## src/rtl/caravel_host_bridge.sv

```systemverilog
// caravel_host_bridge: claims one 256 MB window of Caravel's Wishbone slave port and forwards
// each access to one of NUM_TARGETS user-space master ports or to a small local register file.
// Per-target enables, bus-error and timeout aborts, sticky error status and a level irq are included.
module caravel_host_bridge #(
    parameter int          NUM_TARGETS             = 4,
    parameter logic [3:0]  USER_SPACE_ADDRESS      = 4'h3,
    parameter logic [3:0]  HOST_PERIPHERAL_ADDRESS = 4'hF,
    parameter int          TIMEOUT_WIDTH           = 16,
    parameter int          DEFAULT_TIMEOUT         = 1023,
    parameter logic [15:0] PART_ID                 = 16'hCD55,
    parameter logic [3:0]  VERSION_ID              = 4'h1
) (
    input  logic                        wb_clk_i,
    input  logic                        wb_rst_ni,
    input  logic                        wbs_cyc_i,
    input  logic                        wbs_stb_i,
    input  logic                        wbs_we_i,
    input  logic [3:0]                  wbs_sel_i,
    input  logic [31:0]                 wbs_adr_i,
    input  logic [31:0]                 wbs_data_i,
    output logic                        wbs_ack_o,
    output logic [31:0]                 wbs_data_o,
    output logic [NUM_TARGETS-1:0]      tgt_cyc_o,
    output logic [NUM_TARGETS-1:0]      tgt_stb_o,
    output logic                        tgt_we_o,
    output logic [3:0]                  tgt_sel_o,
    output logic [23:0]                 tgt_adr_o,
    output logic [31:0]                 tgt_data_o,
    input  logic [NUM_TARGETS-1:0]      tgt_ack_i,
    input  logic [NUM_TARGETS-1:0]      tgt_stall_i,
    input  logic [NUM_TARGETS-1:0]      tgt_err_i,
    input  logic [32*NUM_TARGETS-1:0]   tgt_data_i,
    output logic                        irq_o
);

    typedef enum logic [1:0] {IDLE, ACCESS, RESPOND} state_t;

    localparam logic [TIMEOUT_WIDTH-1:0] TO_ONE = TIMEOUT_WIDTH'(1);

    state_t                   state, state_next;

    // Local register state
    logic [NUM_TARGETS-1:0]   tgt_en;
    logic                     irq_en;
    logic [TIMEOUT_WIDTH-1:0] timeout;
    logic [2:0]               err_flags;     // {timeout, bus_err, decode_err}
    logic [3:0]               err_win;
    logic [7:0]               err_cnt;

    // Access bookkeeping
    logic [3:0]               win_q;
    logic [TIMEOUT_WIDTH-1:0] to_cnt, to_next;

    // Request decode and target response
    logic                     req, is_local, tgt_go, dec_err;
    logic [3:0]               win;
    logic [NUM_TARGETS-1:0]   win_oh;
    logic                     t_ack, t_err, t_stall, t_to, t_done;
    logic [31:0]              t_rdata, local_rdata;
    logic                     local_wr, wr_status, wr_tgt_en, wr_timeout;
    logic [2:0]               flag_clr;
    logic                     ev_dec, ev_bus, ev_to, ev_any;
    logic [3:0]               ev_win;

    // Byte-lane merge of a write into an existing 32-bit register image.
    function automatic logic [31:0] merge_bytes(input logic [31:0] cur, input logic [31:0] wd,
                                                input logic [3:0] sel);
        merge_bytes = cur;
        for (int b = 0; b < 4; b++)
            if (sel[b]) merge_bytes[8*b +: 8] = wd[8*b +: 8];
    endfunction

    // Decode the incoming Caravel request into local / target / decode-error.
    always_comb begin
        // NOTE: every combinational output gets a default before any branch, so no latch can be inferred.
        win_oh   = '0;
        win      = wbs_adr_i[27:24];
        req      = wbs_cyc_i & wbs_stb_i & (wbs_adr_i[31:28] == USER_SPACE_ADDRESS);
        is_local = (win == HOST_PERIPHERAL_ADDRESS);
        for (int i = 0; i < NUM_TARGETS; i++)
            win_oh[i] = (win == 4'(i));
        tgt_go   = req & ~is_local & (|(win_oh & tgt_en));
        dec_err  = req & ~is_local & ~tgt_go;
    end

    // Select the active target's response; tgt_cyc_o is one-hot while an access is open.
    always_comb begin
        t_rdata = '0;
        for (int i = 0; i < NUM_TARGETS; i++)
            if (tgt_cyc_o[i]) t_rdata = t_rdata | tgt_data_i[32*i +: 32];
        t_ack   = |(tgt_ack_i & tgt_cyc_o);
        t_err   = |(tgt_err_i & tgt_cyc_o);
        t_stall = |(tgt_stall_i & tgt_stb_o);
        to_next = to_cnt + TO_ONE;
        // ack/err on the timeout edge take precedence over the abort
        t_to    = (timeout != '0) && (to_next == timeout) && !t_ack && !t_err;
        t_done  = (state == ACCESS) && (t_ack || t_err || t_to);
    end

    // Local register read mux, write strobes and error events.
    always_comb begin
        case (wbs_adr_i[3:2])
            2'd0:    local_rdata = {VERSION_ID, 4'h0, 8'(NUM_TARGETS), PART_ID};
            2'd1:    local_rdata = {16'h0, err_cnt, err_win, 1'b0, err_flags};
            2'd2:    local_rdata = {irq_en, {(31-NUM_TARGETS){1'b0}}, tgt_en};
            default: local_rdata = 32'(timeout);
        endcase
        local_wr   = (state == IDLE) && req && is_local && wbs_we_i;
        wr_status  = local_wr && (wbs_adr_i[3:2] == 2'd1);
        wr_tgt_en  = local_wr && (wbs_adr_i[3:2] == 2'd2);
        wr_timeout = local_wr && (wbs_adr_i[3:2] == 2'd3);
        flag_clr   = (wr_status && wbs_sel_i[0]) ? wbs_data_i[2:0] : 3'b000;
        ev_dec     = (state == IDLE) && dec_err;
        ev_bus     = (state == ACCESS) && t_err;
        ev_to      = (state == ACCESS) && t_to;
        ev_any     = ev_dec || ev_bus || ev_to;
        ev_win     = ev_dec ? win : win_q;
    end

    // FSM state register.
    always_ff @(posedge wb_clk_i or negedge wb_rst_ni) begin
        // NOTE: sequential state uses non-blocking assignments so every flop samples pre-edge values.
        if (!wb_rst_ni) state <= IDLE;
        else            state <= state_next;
    end

    // FSM next-state logic.
    always_comb begin
        state_next = state;
        case (state)
            IDLE:    if (req) state_next = tgt_go ? ACCESS : RESPOND;
            ACCESS:  if (t_done) state_next = RESPOND;
            RESPOND: state_next = IDLE;
            default: state_next = IDLE;
        endcase
    end

    // Bus-facing registers: Caravel response, downstream request and timeout counter.
    always_ff @(posedge wb_clk_i or negedge wb_rst_ni) begin
        if (!wb_rst_ni) begin
            wbs_ack_o  <= 1'b0;
            wbs_data_o <= '0;
            tgt_cyc_o  <= '0;
            tgt_stb_o  <= '0;
            tgt_we_o   <= 1'b0;
            tgt_sel_o  <= '0;
            tgt_adr_o  <= '0;
            tgt_data_o <= '0;
            to_cnt     <= '0;
            win_q      <= '0;
        end else begin
            wbs_ack_o <= (state_next == RESPOND);
            case (state)
                IDLE: if (req) begin
                    win_q <= win;
                    if (tgt_go) begin
                        tgt_cyc_o  <= win_oh;
                        tgt_stb_o  <= win_oh;
                        tgt_we_o   <= wbs_we_i;
                        tgt_sel_o  <= wbs_sel_i;
                        tgt_adr_o  <= wbs_adr_i[23:0];
                        tgt_data_o <= wbs_data_i;
                        to_cnt     <= '0;
                    end else begin
                        wbs_data_o <= is_local ? local_rdata : 32'hFFFF_FFFF;
                    end
                end
                ACCESS: if (t_done) begin
                    tgt_cyc_o  <= '0;
                    tgt_stb_o  <= '0;
                    tgt_we_o   <= 1'b0;
                    tgt_sel_o  <= '0;
                    tgt_adr_o  <= '0;
                    tgt_data_o <= '0;
                    wbs_data_o <= (t_err || t_to) ? 32'hFFFF_FFFF : t_rdata;
                end else begin
                    to_cnt <= to_next;
                    if (!t_stall) tgt_stb_o <= '0;
                end
                default: wbs_data_o <= '0;
            endcase
        end
    end

    // Local configuration and sticky status registers.
    always_ff @(posedge wb_clk_i or negedge wb_rst_ni) begin
        // NOTE: these are a handful of control flops, not a storage array, so all get a reset value.
        if (!wb_rst_ni) begin
            tgt_en    <= '1;
            irq_en    <= 1'b0;
            timeout   <= TIMEOUT_WIDTH'(DEFAULT_TIMEOUT);
            err_flags <= '0;
            err_win   <= '0;
            err_cnt   <= '0;
        end else begin
            if (wr_tgt_en) begin
                tgt_en <= NUM_TARGETS'(merge_bytes(32'(tgt_en), wbs_data_i, wbs_sel_i));
                if (wbs_sel_i[3]) irq_en <= wbs_data_i[31];
            end
            if (wr_timeout)
                timeout <= TIMEOUT_WIDTH'(merge_bytes(32'(timeout), wbs_data_i, wbs_sel_i));
            if (wr_status && wbs_sel_i[1] && wbs_data_i[8]) begin
                err_cnt <= '0;
                err_win <= '0;
            end
            err_flags <= (err_flags & ~flag_clr) | {ev_to, ev_bus, ev_dec};
            // error event is written last so it wins over a same-cycle clear
            if (ev_any) begin
                err_win <= ev_win;
                if (err_cnt != 8'hFF) err_cnt <= err_cnt + 8'd1;
            end
        end
    end

    assign irq_o = irq_en & (|err_flags);

endmodule

```

## config.mk

```make
export PLATFORM = sky130hd
export DESIGN_NAME = caravel_host_bridge
export DESIGN_NICKNAME = d
export VERILOG_FILES = /design/src/rtl/caravel_host_bridge.sv
export SDC_FILE = /design/constraint.sdc
export NUM_CORES = 1
export LEC_CHECK = 0
export CAP_MARGIN = 20
export CORE_AREA = 2 2 138 140
export CTS_CLUSTER_DIAMETER = 60
export DETAILED_ROUTE_END_ITERATION = 10
export DIE_AREA = 0 0 140 142
export GPL_ROUTABILITY_DRIVEN = 0
export GPL_TIMING_DRIVEN = 0
export HOLD_SLACK_MARGIN = 0.06
export PLACE_DENSITY_LB_ADDON = 0.08
export REMOVE_ABC_BUFFERS = 1
export SETUP_SLACK_MARGIN = 0.05
export SYNTH_ARGS = -nofsm -noshare
export SYNTH_HDL_FRONTEND = slang
export SYNTH_SLANG_ARGS = --single-unit
export TNS_END_PERCENT = 1
```

## constraint.sdc

```tcl
create_clock -name wb_clk_i -period 3.5 [get_ports wb_clk_i]
set_input_delay 0.525 -clock wb_clk_i [delete_from_list [all_inputs] [get_ports wb_clk_i]]
set_output_delay 0.525 -clock wb_clk_i [all_outputs]
set_load 0.1 [all_outputs]
```

Yosys cells after proc, flatten, opt, wreduce, memory -nomap -nowiden. Cells that the tools add are included.

Add/sub/neg operators: 2. Equal/unequal tests: 18. Muxes and demuxes: 48. Bitwise operators: 18. Reductions and logical operators: 43.

Operators by type and width (number): 32-bit 2-to-1 mux (12); 32-bit one-hot mux with 2 select lines (2); 32-bit OR (3); 32-bit one-hot mux with 3 select lines (1); 24-bit 2-to-1 mux (3); 16-bit 2-to-1 mux (3); 24-bit one-hot mux with 2 select lines (1); 4-bit 2-to-1 mux (10); 16-bit one-hot mux with 2 select lines (1); 8-bit 2-to-1 mux (3); 4-bit one-hot mux with 2 select lines (3); 16-bit by 1-bit adder with 16-bit output (second input constant) (1); 4-bit AND (4); 16-bit equality test (1); 1-bit logical AND (16); 16-bit nonzero test (1); 4-bit OR reduction (4); 4-bit by 2-bit equality test with 1-bit output (second input constant) (3); 4-bit AND reduction (3); 2-bit inequality test (second input constant) (5); 2-bit AND reduction (5); 8-bit by 1-bit adder with 8-bit output (second input constant) (1); 8-bit inequality test (second input constant) (1); 1-bit AND (6); other kinds (21) (36).

Register bits after elaboration: 160. Output and inout port bits: 103.

Longest topological paths before layout.
Depth after elaboration: 11. Gate-level depth with buffers: 12. Depth with buffers taken out: 9.

Worst setup path after synthesis. No wires, ideal clock.

Path type: flip-flop to flip-flop. Start point: register to_cnt[0]. End point: register to_cnt[11]. Library setup time: 0.096 ns. Arrival: 2.887 ns. Setup slack: 0.518 ns. Stages on the path, launching flop included: 12. Buffers on the path: 2. Clock period less this slack: 2.982 ns. Path through: dfrtp_1 > ha_1 > nand3_1 > nor4_1 > xnor2_1 > nand4_1 > or4_1 > buf_2 > a31oi_4 > buf_6 > o21ai_1 > o31ai_1.

Word-level cells in the longest chain between the ends: 9. Elaborated cells between the ends (all ways): 11. Classes of those cells: 1 x add/sub; 2 x eq/ne; 2 x mux; 6 x reduce/logical.

RTL lines: from (decl) (line 52) `logic [TIMEOUT_WIDTH-1:0] to_cnt, to_next;`; from (signal assigned) (line 177) `to_cnt <= to_next;`; 16-bit by 1-bit adder with 16-bit output (*) (line 94) `to_next = to_cnt + TO_ONE;`; 16-bit equality test (line 96) `t_to = (timeout != '0) && (to_next == timeout) && !t_ack && !t_err;`; 1-bit logical AND (3 in a row) (line 96); 1-bit logical OR (line 97) `t_done = (state == ACCESS) && (t_ack || t_err || t_to);`; 1-bit logical AND (line 97); 2-bit inequality test (no source line); 4-bit AND reduction (no source line).

Every way passes the cells marked *; elsewhere a longest branch is shown, timed or not. The select of a mux whose other input is x is not followed. A chain may end at the register's enable or synchronous reset.

Worst setup path in the final report.
Start point: register to_cnt[7]. End point: register tgt_adr_o[23].

Word-level cells in the longest chain between the ends: 9.

RTL lines: 16-bit by 1-bit adder with 16-bit output (line 94); 16-bit equality test (line 96); 1-bit logical AND (3 in a row) (line 96); 1-bit logical OR (line 97); 1-bit logical AND (line 97); 2-bit inequality test (no source line); 4-bit AND reduction (no source line); to (signal assigned) (line 161) `tgt_adr_o <= wbs_adr_i[23:0];`; to (decl) (line 27) `output logic [23:0] tgt_adr_o,`.

Every way passes these cells.

==> results <==
==> synth_stat cells, types with 8 or more instances <==
| master | instances | area [µm²] |
|---|---|---|
| a21oi_1 | 43 | 215 |
| a221oi_1 | 13 | 114 |
| a22o_1 | 76 | 666 |
| a22oi_1 | 43 | 323 |
| a31oi_1 | 13 | 81.3 |
| and3_1 | 10 | 62.6 |
| buf_2 | 16 | 80.1 |
| clkbuf_1 | 39 | 146 |
| dfrtp_1 | 146 | 3650 |
| dfstp_2 | 14 | 368 |
| inv_1 | 26 | 97.6 |
| mux2_2 | 30 | 338 |
| nand2_1 | 49 | 184 |
| nand3_1 | 25 | 125 |
| nand4_1 | 11 | 68.8 |
| nor2_1 | 38 | 143 |
| o21ai_0 | 40 | 200 |
| o22a_1 | 26 | 228 |
| o22ai_1 | 12 | 75.1 |
| xnor2_1 | 13 | 114 |
| xor2_1 | 8 | 70.1 |
==> metrics by stage <==
| step | TNS [ns] | cell area [µm²] |
|---|---|---|
| 4_1_cts | -3.12 | 12400 |
| 6_report | 0 | 12400 |
| 5_1_grt | 0 | 12400 |
| 3_5_place_dp | -50.69 | 11600 |
| 3_3_place_gp | -999.69 | 11300 |
| 2_1_floorplan | -89.37 | 7900 |
==> worst paths after layout <==
| path | startpoint | to | slack (ns) |
|---|---|---|---|
| worst max-delay path | to_cnt[7] | tgt_adr_o[23] | 0.17 |
| worst min-delay path | wb_rst_ni | to_cnt[13] | 0.06 |
| worst max register to register | to_cnt[7] | tgt_adr_o[23] | 0.17 |
| worst min register to register | win_q[0] | win_q[0] | 0.49 |
| max in group asynchronous | wb_rst_ni | tgt_en[1] | 2.63 |
| min in group wb_clk_i | win_q[0] | win_q[0] | 0.49 |
==> sequential cells by signal, indices dropped and copies added (netlist names) <==
register and count:
win_q 4, tgt_adr_o 24, wbs_ack_o 1, state 2, timeout 16, tgt_stb_o 4, err_cnt 8, tgt_data_o 32
err_win 4, tgt_we_o 1, tgt_cyc_o 4, to_cnt 16, wbs_data_o 32, irq_en 1, tgt_sel_o 4, tgt_en 4
err_flags 3
==> area by class of cell <==
cell class                 instances  area (µm²)
clock buffer                      20         467
clock inverter                    12         124
fill                            1436        6020
inverter                          26        97.6
multi-input combinational        544        3940
sequential                       160        4030
tap                              234         293
timing repair buffer             335        3490
==> layer usage <==
metal  wire length, µm  vias up  track usage, %
met4               609        0            9.04
met3              1930       48            6.16
met5                 0        -               0
met1             12400     3892            39.1
met2             13300      304            43.7
li1                  -     3626               -
==> timing repair <==
action / 4_1_cts / 5_1_grt
cloned: 3 / 0
setup endpoints to repair: 121 / 133
pin swaps: 4 / 2
setup buffers: 7 / 4
gates resized for setup: 7 / 10
hold buffers: 0 / 0
==> cell families (layout without fill, tap and decap cells) <==
group                      after synthesis  in the layout  share of synthesized area (%)
muxes                                   38             38                           5.26
xor gates and xnor gates                21             21                           2.25
adders and majority gates                2              2                          0.306
DFF                                    160            160                           49.1
and+or+nand+nor                        170            170                           10.4
AOI/OAI and AO/OA                      310            313                           28.0
buffers and inverters                   92            393                           4.69
==> power breakdown <==
| group | switching, µW | leakage, µW | internal, µW | total (µW) |
|---|---|---|---|---|
| combinational | 5740 | 0.00292 | 2360 | 8100 |
| sequential | 471 | 0.00195 | 2460 | 2940 |
| clock | 807 | 0.000290 | 1050 | 1860 |
==> flow_metrics.py <==
metrics = {
    "status": {
        "status": "finished, violations left",
        "violations": "DRC",
    },
    "critical_path": {
        "startpoint_type": "flip-flop",
        "cp_max_fo": 32,
        "max_stage_delay_ns": 0.53,
        "r2r_cells": 11,
        "cpMostUsedCell": "buf_4",
        "worstPathRequired_ns": 3.82,
        "arrival_ns": 3.65,
        "cp_num_cells": 11,
        "crit_family": "simple AND/OR/NAND/NOR gates",
        "path_cells": "nand4_1 > or3_4 > nor4_2 > o22ai_1 > nor4_4 > buf_4 > buf_4 > o21ai_4 > buf_12 > buf_16 > a22o_1",
        "path_buf_inv": 4,
        "slowest_stage": "dfrtp_1",
        "cp-end-kind": "flip-flop",
        "worstSetupPathType": "reg -> reg",
    },
    "floorplanning": {
        "start_util_pct": 44.4,
        "std_cell_rows": 50,
        "die_h_um": 142,
        "dieArea_mm2": 0.0199,
        "die_x_um": 140,
        "core_area_mm2": 0.0185,
        "io_pins": 316,
    },
    "yosys": {
        "netlist_area_mm2": 0.00819,
        "async_flop_share_pct": 100,
        "synth_edf_count": 0,
        "ys_ff_latch": 160,
        "synth.avg_cell_area_um2": 10.3,
        "syn_inst": 793,
        "synth_flop_cell": "dfrtp_1",
        "synth_warnings": 0,
        "yosysUniqueCellTypes": 68,
        "synth_seq_area_share_pct": 49.1,
    },
    "sta": {
        "skew_ns": 0.00956,
        "max_slew_margin_pct": 27.3,
        "hold_violations": 0,
        "rsz0062_at_grt": "false",
        "finalSetupViolCount": 0,
        "fin_crit_sh_pct": 95.1,
        "layout_min_cycle_time_ns": 3.33,
        "fin_ws_ns": 0.172,
        "drv_slew": 0,
        "holdWs_ns": 0.0556,
        "max_freq_mhz": 300,
        "worstMarginPinSlew_ns": 1.09,
    },
    "drt": {
        "ant_nets": 0,
        "wl_um": 28200,
        "wl_per_cell_um": 21.2,
        "dr.pass1.iters": 10,
        "vias_per_cell": 5.91,
        "drc_errors": 13,
        "drt_iter0_markers": 517,
        "vias": 7870,
    },
    "clocking": {
        "clk_path_buf_depth": 2,
        "cts_buffers": 17,
        "clkLatencyLatePin_ns": 0.43,
        "cts_sinks": 160,
        "clockRootBuffer": "clkbuf_16",
        "clk_pin_slew_worst_paths_ns": 0.06,
        "cts_tree": "done",
        "htreeDepth": 4,
    },
    "cells_and_area": {
        "final_common_cell": "clkdlybuf4s50_1",
        "antenna_cells": 0,
        "layout.cells.non_filler": 1331,
        "nets": 1299,
        "area_growth_pct": 51.8,
        "fin_util_pct": 67.4,
        "drive_above_1_share_pct": 11.8,
        "final_cell_mix": "clkdlybuf4s50_1 (314), dfrtp_1 (143), a22o_1 (76)",
    },
    "global_route": {
        "grt_pass1_wl_um": 43400,
        "grt_max_degree": 84,
        "grt_pass1_vias": 7673,
        "globalRouteTotalUtil_pct": 28.0,
        "grt-ovfl-total": 0,
        "grt_antenna_before_repair": 0,
    },
    "pwr": {
        "vdd.ir_drop.worst_mv": 0.800,
        "p_total_uw": 12900,
        "leakage_uw": 0.00517,
        "powerDensity_mw_per_mm2": 1040,
    },
    "placed_design": {
        "post-place-ws_ns": -1.37,
        "dp_hpwl_um": 19800,
        "io_buffers": 315,
        "dp_cells": 1285,
    },
    "hold_path": {
        "hold_class": "in -> async",
    },
    "run": {
        "drv_cap": 0,
    },
}
Power figures use the tool's default switching activity.
